$ cat src/rtl/axi4_lite_pkg.sv
// Shared response codes and FSM state types for the AXI4-Lite register file.
package axi4_lite_pkg;

  localparam logic [1:0] RESP_OKAY   = 2'b00;
  localparam logic [1:0] RESP_SLVERR = 2'b10;
  localparam logic [1:0] RESP_DECERR = 2'b11;

  typedef enum logic [1:0] {
    WrIdle,
    WrCommit,
    WrResp
  } wr_state_e;

  typedef enum logic {
    RdIdle,
    RdResp
  } rd_state_e;

endpackage

$ cat src/rtl/axi4_lite_reg_decoder.sv
// Maps a byte address onto a register index and flags whether it hits the register window.
module axi4_lite_reg_decoder #(
  parameter int                     ADDRESS_WIDTH = 32,
  parameter int                     NUM_REGS      = 16,
  parameter logic [ADDRESS_WIDTH-1:0] BASE_ADDRESS = '0,
  parameter int                     IDX_WIDTH     = $clog2(NUM_REGS)
) (
  input  logic [ADDRESS_WIDTH-1:0] addr,
  output logic                     in_range,
  output logic [IDX_WIDTH-1:0]     idx
);

  logic [ADDRESS_WIDTH-1:0] word_off;

  // Word offset from the base; the low two byte-address bits are dropped by the shift.
  always_comb begin
    word_off = (addr - BASE_ADDRESS) >> 2;
    in_range = (addr >= BASE_ADDRESS) && (word_off < ADDRESS_WIDTH'(NUM_REGS));
    idx      = word_off[IDX_WIDTH-1:0];
  end

endmodule

$ cat src/rtl/axi4_lite_slave_regfile.sv
// AXI4-Lite responder holding NUM_REGS byte-writable registers, with per-register write pulses.
// Write and read paths are independent FSMs sharing only the register array.
module axi4_lite_slave_regfile
  import axi4_lite_pkg::*;
#(
  parameter int                     DATA_WIDTH    = 32,
  parameter int                     ADDRESS_WIDTH = 32,
  parameter int                     NUM_REGS      = 16,
  parameter logic [ADDRESS_WIDTH-1:0] BASE_ADDRESS = 32'h0000_0000
) (
  input  logic                           aclk,
  input  logic                           aresetn,
  input  logic [ADDRESS_WIDTH-1:0]       s_axi_awaddr,
  input  logic                           s_axi_awvalid,
  output logic                           s_axi_awready,
  input  logic [DATA_WIDTH-1:0]          s_axi_wdata,
  input  logic [DATA_WIDTH/8-1:0]        s_axi_wstrb,
  input  logic                           s_axi_wvalid,
  output logic                           s_axi_wready,
  output logic [1:0]                     s_axi_bresp,
  output logic                           s_axi_bvalid,
  input  logic                           s_axi_bready,
  input  logic [ADDRESS_WIDTH-1:0]       s_axi_araddr,
  input  logic                           s_axi_arvalid,
  output logic                           s_axi_arready,
  output logic [DATA_WIDTH-1:0]          s_axi_rdata,
  output logic [1:0]                     s_axi_rresp,
  output logic                           s_axi_rvalid,
  input  logic                           s_axi_rready,
  output logic [NUM_REGS*DATA_WIDTH-1:0] reg_data,
  output logic [NUM_REGS-1:0]            reg_write_pulse
);

  localparam int STRB_WIDTH = DATA_WIDTH / 8;
  localparam int IDX_WIDTH  = $clog2(NUM_REGS);

  wr_state_e                           wr_state_q, wr_state_d;
  rd_state_e                           rd_state_q, rd_state_d;
  logic                                awready_q, awready_d;
  logic                                wready_q, wready_d;
  logic                                aw_have_q, aw_have_d;
  logic                                w_have_q, w_have_d;
  logic [IDX_WIDTH-1:0]                aw_idx_q, aw_idx_d;
  logic                                aw_in_range_q, aw_in_range_d;
  logic [DATA_WIDTH-1:0]               wdata_q, wdata_d;
  logic [STRB_WIDTH-1:0]               wstrb_q, wstrb_d;
  logic                                bvalid_q, bvalid_d;
  logic [1:0]                          bresp_q, bresp_d;
  logic [NUM_REGS-1:0][DATA_WIDTH-1:0] regs_q, regs_d;
  logic [NUM_REGS-1:0]                 pulse_q, pulse_d;
  logic                                arready_q, arready_d;
  logic                                rvalid_q, rvalid_d;
  logic [DATA_WIDTH-1:0]               rdata_q, rdata_d;
  logic [1:0]                          rresp_q, rresp_d;

  logic                                wr_in_range, rd_in_range;
  logic [IDX_WIDTH-1:0]                wr_idx, rd_idx;

  axi4_lite_reg_decoder #(
    .ADDRESS_WIDTH(ADDRESS_WIDTH),
    .NUM_REGS     (NUM_REGS),
    .BASE_ADDRESS (BASE_ADDRESS),
    .IDX_WIDTH    (IDX_WIDTH)
  ) u_aw_decoder (
    .addr    (s_axi_awaddr),
    .in_range(wr_in_range),
    .idx     (wr_idx)
  );

  axi4_lite_reg_decoder #(
    .ADDRESS_WIDTH(ADDRESS_WIDTH),
    .NUM_REGS     (NUM_REGS),
    .BASE_ADDRESS (BASE_ADDRESS),
    .IDX_WIDTH    (IDX_WIDTH)
  ) u_ar_decoder (
    .addr    (s_axi_araddr),
    .in_range(rd_in_range),
    .idx     (rd_idx)
  );

  // Next-state logic for both FSMs; reads sample regs_q so a same-cycle commit is not yet visible.
  always_comb begin
    wr_state_d    = wr_state_q;
    awready_d     = awready_q;
    wready_d      = wready_q;
    aw_have_d     = aw_have_q;
    w_have_d      = w_have_q;
    aw_idx_d      = aw_idx_q;
    aw_in_range_d = aw_in_range_q;
    wdata_d       = wdata_q;
    wstrb_d       = wstrb_q;
    bvalid_d      = bvalid_q;
    bresp_d       = bresp_q;
    regs_d        = regs_q;
    pulse_d       = '0;
    rd_state_d    = rd_state_q;
    arready_d     = arready_q;
    rvalid_d      = rvalid_q;
    rdata_d       = rdata_q;
    rresp_d       = rresp_q;

    unique case (wr_state_q)
      WrIdle: begin
        if (s_axi_awvalid && awready_q) begin
          aw_have_d     = 1'b1;
          aw_idx_d      = wr_idx;
          aw_in_range_d = wr_in_range;
        end
        if (s_axi_wvalid && wready_q) begin
          w_have_d = 1'b1;
          wdata_d  = s_axi_wdata;
          wstrb_d  = s_axi_wstrb;
        end
        awready_d = !aw_have_d;
        wready_d  = !w_have_d;
        if (aw_have_d && w_have_d) begin
          aw_have_d  = 1'b0;
          w_have_d   = 1'b0;
          wr_state_d = WrCommit;
        end
      end
      WrCommit: begin
        if (aw_in_range_q) begin
          for (int k = 0; k < STRB_WIDTH; k++) begin
            if (wstrb_q[k]) begin
              regs_d[aw_idx_q][k*8 +: 8] = wdata_q[k*8 +: 8];
            end
          end
          pulse_d[aw_idx_q] = 1'b1;
          bresp_d           = RESP_OKAY;
        end else begin
          bresp_d = RESP_DECERR;
        end
        bvalid_d   = 1'b1;
        wr_state_d = WrResp;
      end
      WrResp: begin
        if (bvalid_q && s_axi_bready) begin
          bvalid_d   = 1'b0;
          bresp_d    = RESP_OKAY;
          awready_d  = 1'b1;
          wready_d   = 1'b1;
          wr_state_d = WrIdle;
        end
      end
      default: begin
        wr_state_d = WrIdle;
        awready_d  = 1'b0;
        wready_d   = 1'b0;
        aw_have_d  = 1'b0;
        w_have_d   = 1'b0;
        bvalid_d   = 1'b0;
        bresp_d    = RESP_OKAY;
      end
    endcase

    unique case (rd_state_q)
      RdIdle: begin
        arready_d = 1'b1;
        if (s_axi_arvalid && arready_q) begin
          arready_d  = 1'b0;
          rvalid_d   = 1'b1;
          rdata_d    = rd_in_range ? regs_q[rd_idx] : '0;
          rresp_d    = rd_in_range ? RESP_OKAY : RESP_DECERR;
          rd_state_d = RdResp;
        end
      end
      RdResp: begin
        if (rvalid_q && s_axi_rready) begin
          rvalid_d   = 1'b0;
          rdata_d    = '0;
          rresp_d    = RESP_OKAY;
          arready_d  = 1'b1;
          rd_state_d = RdIdle;
        end
      end
      default: begin
        rd_state_d = RdIdle;
        arready_d  = 1'b0;
        rvalid_d   = 1'b0;
        rdata_d    = '0;
        rresp_d    = RESP_OKAY;
      end
    endcase
  end

  // State register; reset clears everything, readies come up on the first edge after release.
  always_ff @(posedge aclk or negedge aresetn) begin
    if (!aresetn) begin
      wr_state_q    <= WrIdle;
      rd_state_q    <= RdIdle;
      awready_q     <= 1'b0;
      wready_q      <= 1'b0;
      aw_have_q     <= 1'b0;
      w_have_q      <= 1'b0;
      aw_idx_q      <= '0;
      aw_in_range_q <= 1'b0;
      wdata_q       <= '0;
      wstrb_q       <= '0;
      bvalid_q      <= 1'b0;
      bresp_q       <= RESP_OKAY;
      regs_q        <= '0;
      pulse_q       <= '0;
      arready_q     <= 1'b0;
      rvalid_q      <= 1'b0;
      rdata_q       <= '0;
      rresp_q       <= RESP_OKAY;
    end else begin
      wr_state_q    <= wr_state_d;
      rd_state_q    <= rd_state_d;
      awready_q     <= awready_d;
      wready_q      <= wready_d;
      aw_have_q     <= aw_have_d;
      w_have_q      <= w_have_d;
      aw_idx_q      <= aw_idx_d;
      aw_in_range_q <= aw_in_range_d;
      wdata_q       <= wdata_d;
      wstrb_q       <= wstrb_d;
      bvalid_q      <= bvalid_d;
      bresp_q       <= bresp_d;
      regs_q        <= regs_d;
      pulse_q       <= pulse_d;
      arready_q     <= arready_d;
      rvalid_q      <= rvalid_d;
      rdata_q       <= rdata_d;
      rresp_q       <= rresp_d;
    end
  end

  assign s_axi_awready   = awready_q;
  assign s_axi_wready    = wready_q;
  assign s_axi_bvalid    = bvalid_q;
  assign s_axi_bresp     = bresp_q;
  assign s_axi_arready   = arready_q;
  assign s_axi_rvalid    = rvalid_q;
  assign s_axi_rdata     = rdata_q;
  assign s_axi_rresp     = rresp_q;
  assign reg_data        = regs_q;
  assign reg_write_pulse = pulse_q;

endmodule

$ cat config.mk
export PLATFORM = sky130hd
export DESIGN_NAME = axi4_lite_slave_regfile
export DESIGN_NICKNAME = d
export VERILOG_FILES = /design/src/rtl/axi4_lite_pkg.sv /design/src/rtl/axi4_lite_reg_decoder.sv /design/src/rtl/axi4_lite_slave_regfile.sv
export SDC_FILE = /design/constraint.sdc
export NUM_CORES = 1
export LEC_CHECK = 0
export CAP_MARGIN = 20
export CORE_AREA = 2 2 260 262
export DETAILED_ROUTE_END_ITERATION = 10
export DIE_AREA = 0 0 262 264
export PLACE_DENSITY = 0.69
export SLEW_MARGIN = 0
export SYNTH_ARGS = -nofsm -noshare
export SYNTH_HDL_FRONTEND = slang
export SYNTH_SLANG_ARGS = --single-unit
$ cat constraint.sdc
create_clock -name aclk -period 2.1 [get_ports aclk]
set_input_delay 0.21 -clock aclk [delete_from_list [all_inputs] [get_ports aclk]]
set_output_delay 0.21 -clock aclk [all_outputs]
set_load 0.01 [all_outputs]
==> metrics.md <==
| Metric | Value |
|---|---|
| Fin Setup TNS | `-0.009261 ns` |
| Post-Syn Nets | `2161` |
| GR peak layer | `met2` |
| Synth Area in Simple Gates | `0.05863` |
| DRC viols | `0` |
| Switching fraction of total power | `0.2880` |
| DP Worst Slack | `-0.1408 ns` |
| H-tree depth | `3` |
| Synth Flop Type | `dfrtp_1` |
| Status | `finished, violations left` |
| FILL cells | `5200` |
| Die Area | `69170 µm²` |
| GR met1 Demand/Resource | `0.3820` |
| NetSw | `8.566 mW` |
| Max Cap Violations | `0` |
| Critical path origin | `wr_state_q[1]` |
| Post-Synth Adder-Cell Area | `0.001367` |
| R2R Path Start | `wr_state_q[1]` |
| Synth-to-Final Area Change | `44.15%` |
| Share of the synthesized area in compound gates (AO/OA/AOI/OAI) | `0.03991` |
| CTS Buf Count | `68` |
| Met3 Usage GRT | `0.06995` |
| Routed vias/inst | `5.672` |
| I/O pin count | `676` |
| Hold Fails Final Rpt | `0` |
| Synth Instances | `2051` |
| Slew @ Worst Pin | `0.7409 ns` |
| Setup crit end kind | `flop` |
| Clock tree buffer depth | `3` |
| Synth Area in XOR/XNOR | `0` |
| Pwr Density | `751.3 nW/µm²` |
| Initial antenna violation count | `3` |
| Violated checks | `setup timing` |
| Core Region | `66560 µm²` |
| Period utilization | `1.004` |
| Hold WC Path Type | `in -> async` |
| Met2 usage | `0.4621` |
| Iter 0 DRT Violations | `1701` |
| Number of synthesized flops with an enable pin | `0` |
| Largest net degree at the start of global routing | `60` |
| Final Wtd Congestion | `0.9277` |
| Setup slack, reg-to-reg | `-0.008 ns` |
| Hpwl dp | `73.57 mm` |
| Sequential cell area fraction in the yosys report | `0.5585` |
| Synthesized flop and latch total | `613` |
| Post-synthesis mux area share | `0.3205` |
| Startpoint type of the worst setup path | `flop` |
| Nets | `2944` |
| FMAX | `474.4 MHz` |
| Syn avg cell area | `13.39 µm²` |
| Wire per inst | `27.51 µm` |
| First-pass GRT wire length | `148.7 mm` |
| Critical path class | `reg -> reg` |
| Synth cell types | `46` |
| Critical path peak fanout | `8` |
| Slew HR | `0.5060` |
| Setup-failing EPs final | `2` |
| 1st-pass router iterations | `5` |
| Worst Slack Setup Final | `-0.007713 ns` |
| FF-to-FF path depth | `8` |
| GRT overflow | `0` |
| Setup crit end | `reg_data[247]` |
| Gr usage total | `0.2929` |
| Clk sinks | `613` |
| Ys async rst share | `1.000` |
| Tmin final | `2.108 ns` |
| Clock skew | `0.03112 ns` |
| Reg-to-reg endpoint | `reg_data[247]` |
| Synth warn | `0` |
| Vias | `21342` |
| Maximum vdd drop | `0.0005187 V` |
| Final Non-Filler Cells | `3763` |
| RSZ-0062 raised after global routing | `true` |
| Largest family of logic cells by synthesized area | `multiplexers` |
| Data arrival time of the worst path | `2.59 ns` |
| Initial Utilization | `0.4126` |
| Inst Count DP | `3630` |
| Cell-internal power | `21.18 mW` |
| Leakage | `18.64 nW` |
| Die H | `264 µm` |
| Die Width | `262 µm` |
| Clock Latency Late Sink | `0.62 ns` |
| Post-Syn Area | `27460 µm²` |
| Layout cells sized above 1 | `0.2895` |
| CTS tree | `built` |
| Port bufs | `671` |
| Total Wirelength | `103.5 mm` |
| Fin. max-slew vios | `0` |
| Clock-pin slew on the worst setup and hold paths | `0.06 ns` |
| Routed Antenna Nets | `0` |
| Logic pwr share | `0.099` |
| Worst EP required | `2.58 ns` |
| Row Count | `95` |
| Sequential cell fraction of total power | `0.486` |
| Clock network fraction of total power | `0.415` |
| CTS root buffer | `clkbuf_16` |
| Vias in the first global route | `21920` |
## metal layers
layer  vias to the layer above  share of wire
li1                       9112              -
met3                       240          0.075
met2                       994           0.47
met1                     10994           0.41
met5                         -        0.00014
met4                         2          0.048
## cell families (layout without fill, tap and decap cells)
family                   count (synthesis)  count (layout)
adder cells (fa/ha/maj)                  3               3
AO/OA/AOI/OAI                          177             177
flip-flops                             613             613
other                                    0               2
multiplexers                           808             808
AND/OR/NAND/NOR                        317             317
buffers and inverters                  133             970
## final cells by class
class                           instances  area (µm²)  share of cell area
Antenna cell                            2       5.005           0.0001264
Clock buffer                          102        1983             0.05009
Clock inverter                         22       317.8            0.008028
Inverter                                4       15.01           0.0003793
Multi-Input combinational cell       1305       11690              0.2954
Sequential cell                       613       15340              0.3875
Tap cell                              873        1092             0.02759
Timing Repair Buffer                  842        9143              0.2309
## cells in the mapped netlist (all sizes together), types with 2 or more instances
| master | instances | area [µm²] |
|---|---|---|
| dfrtp | 613 | 15340 |
| mux2 | 552 | 6216 |
| mux2i | 254 | 2542 |
| clkbuf | 90 | 341.6 |
| nor2 | 80 | 300.3 |
| nand2 | 73 | 274.0 |
| nor4 | 72 | 465.5 |
| o22ai | 63 | 394.1 |
| buf | 39 | 220.2 |
| nor3 | 37 | 205.2 |
| a21oi | 35 | 182.7 |
| o21ai | 34 | 170.2 |
| and3 | 31 | 193.9 |
| o21bai | 31 | 232.7 |
| nand2b | 6 | 37.54 |
| inv | 4 | 15.01 |
| nand3 | 4 | 20.02 |
| ha | 3 | 37.54 |
| o22a | 3 | 26.28 |
| or4 | 3 | 26.27 |
| a22oi | 2 | 15.01 |
| and3b | 2 | 17.52 |
| mux4 | 2 | 45.04 |
| nand4 | 2 | 12.51 |
| nand4b | 2 | 17.52 |
| o31ai | 2 | 15.01 |
| o32a | 2 | 20.02 |
## power groups by stage
stage	logic (mW)	clock network, mW	registers (mW)
finish	2.95	12.3	14.4
CTS	2.91	12.6	14.4
global route	3.14	13.0	14.6
floorplan	2.29	0	13.0
detailed placement	2.84	0	14.6
global placement	2.77	0	14.5
## through the flow
step,utilization,power (mW),hold slack [ns],area (µm²)
after floorplan,-,15.34,-0.08559,27460
after global placement,0.5572,17.26,0.2164,37090
after detailed placement,0.5572,17.40,0.2058,37090
after CTS,0.5928,29.84,0.1446,39460
after global routing,0.5947,30.78,0.1692,39590
final,0.5948,29.74,0.1475,39590
## worst min-delay path by stage
| stage | to | start | cells after the start | slack [ns] |
|---|---|---|---|---|
| final | reg_data[275] | aresetn | 2 | 0.15 |
| after floorplan | aw_have_q | aresetn | 0 | -0.09 |
| after CTS | reg_data[275] | aresetn | 2 | 0.14 |
| after global placement | reg_data[20] | aresetn | 1 | 0.22 |
| after detailed placement | reg_data[52] | aresetn | 1 | 0.21 |
| after global routing | reg_data[307] | aresetn | 2 | 0.17 |
## sequential cells by signal (all words and copies together), names as in the netlist, 2 cells and up
signal           cells
aw_idx_q             4
reg_data           512
reg_write_pulse     16
s_axi_rdata         32
wdata_q             32
wr_state_q           2
wstrb_q              4
## timing repair
item / CTS / global route
hold endpoints to repair: 33 / 0
hold buffers: 1 / 0
pin swaps: 1 / 3
gates resized for setup: 12 / 25
buffers inserted: 1 / 5
endpoints found under the setup margin: 369 / 341
## placed cells by master (no fill, tap or decap), drive strengths merged, types with 3 or more instances in the layout
master	instances
o21ai	34
nand2	73
clkbuf	102
inv	6
bufinv	7
buf	173
nor3	37
nand3	4
o21bai	31
nand2b	6
clkinv	12
ha	3
dfrtp	613
or4	3
clkdlybuf4s50	668
o22ai	63
mux2i	254
o22a	3
nor2	80
a21oi	35
and3	31
nor4	72
mux2	552
## worst max-delay path: stages (launching register included)
cell	delay, ns
dfrtp_1	0.39
inv_2	0.08
ha_4	0.18
nand4b_1	0.26
nor2_1	0.28
buf_4	0.19
nand2_1	0.10
buf_12	0.20
mux2_2	0.27
Note: power is estimated with default switching activity, not from simulation.
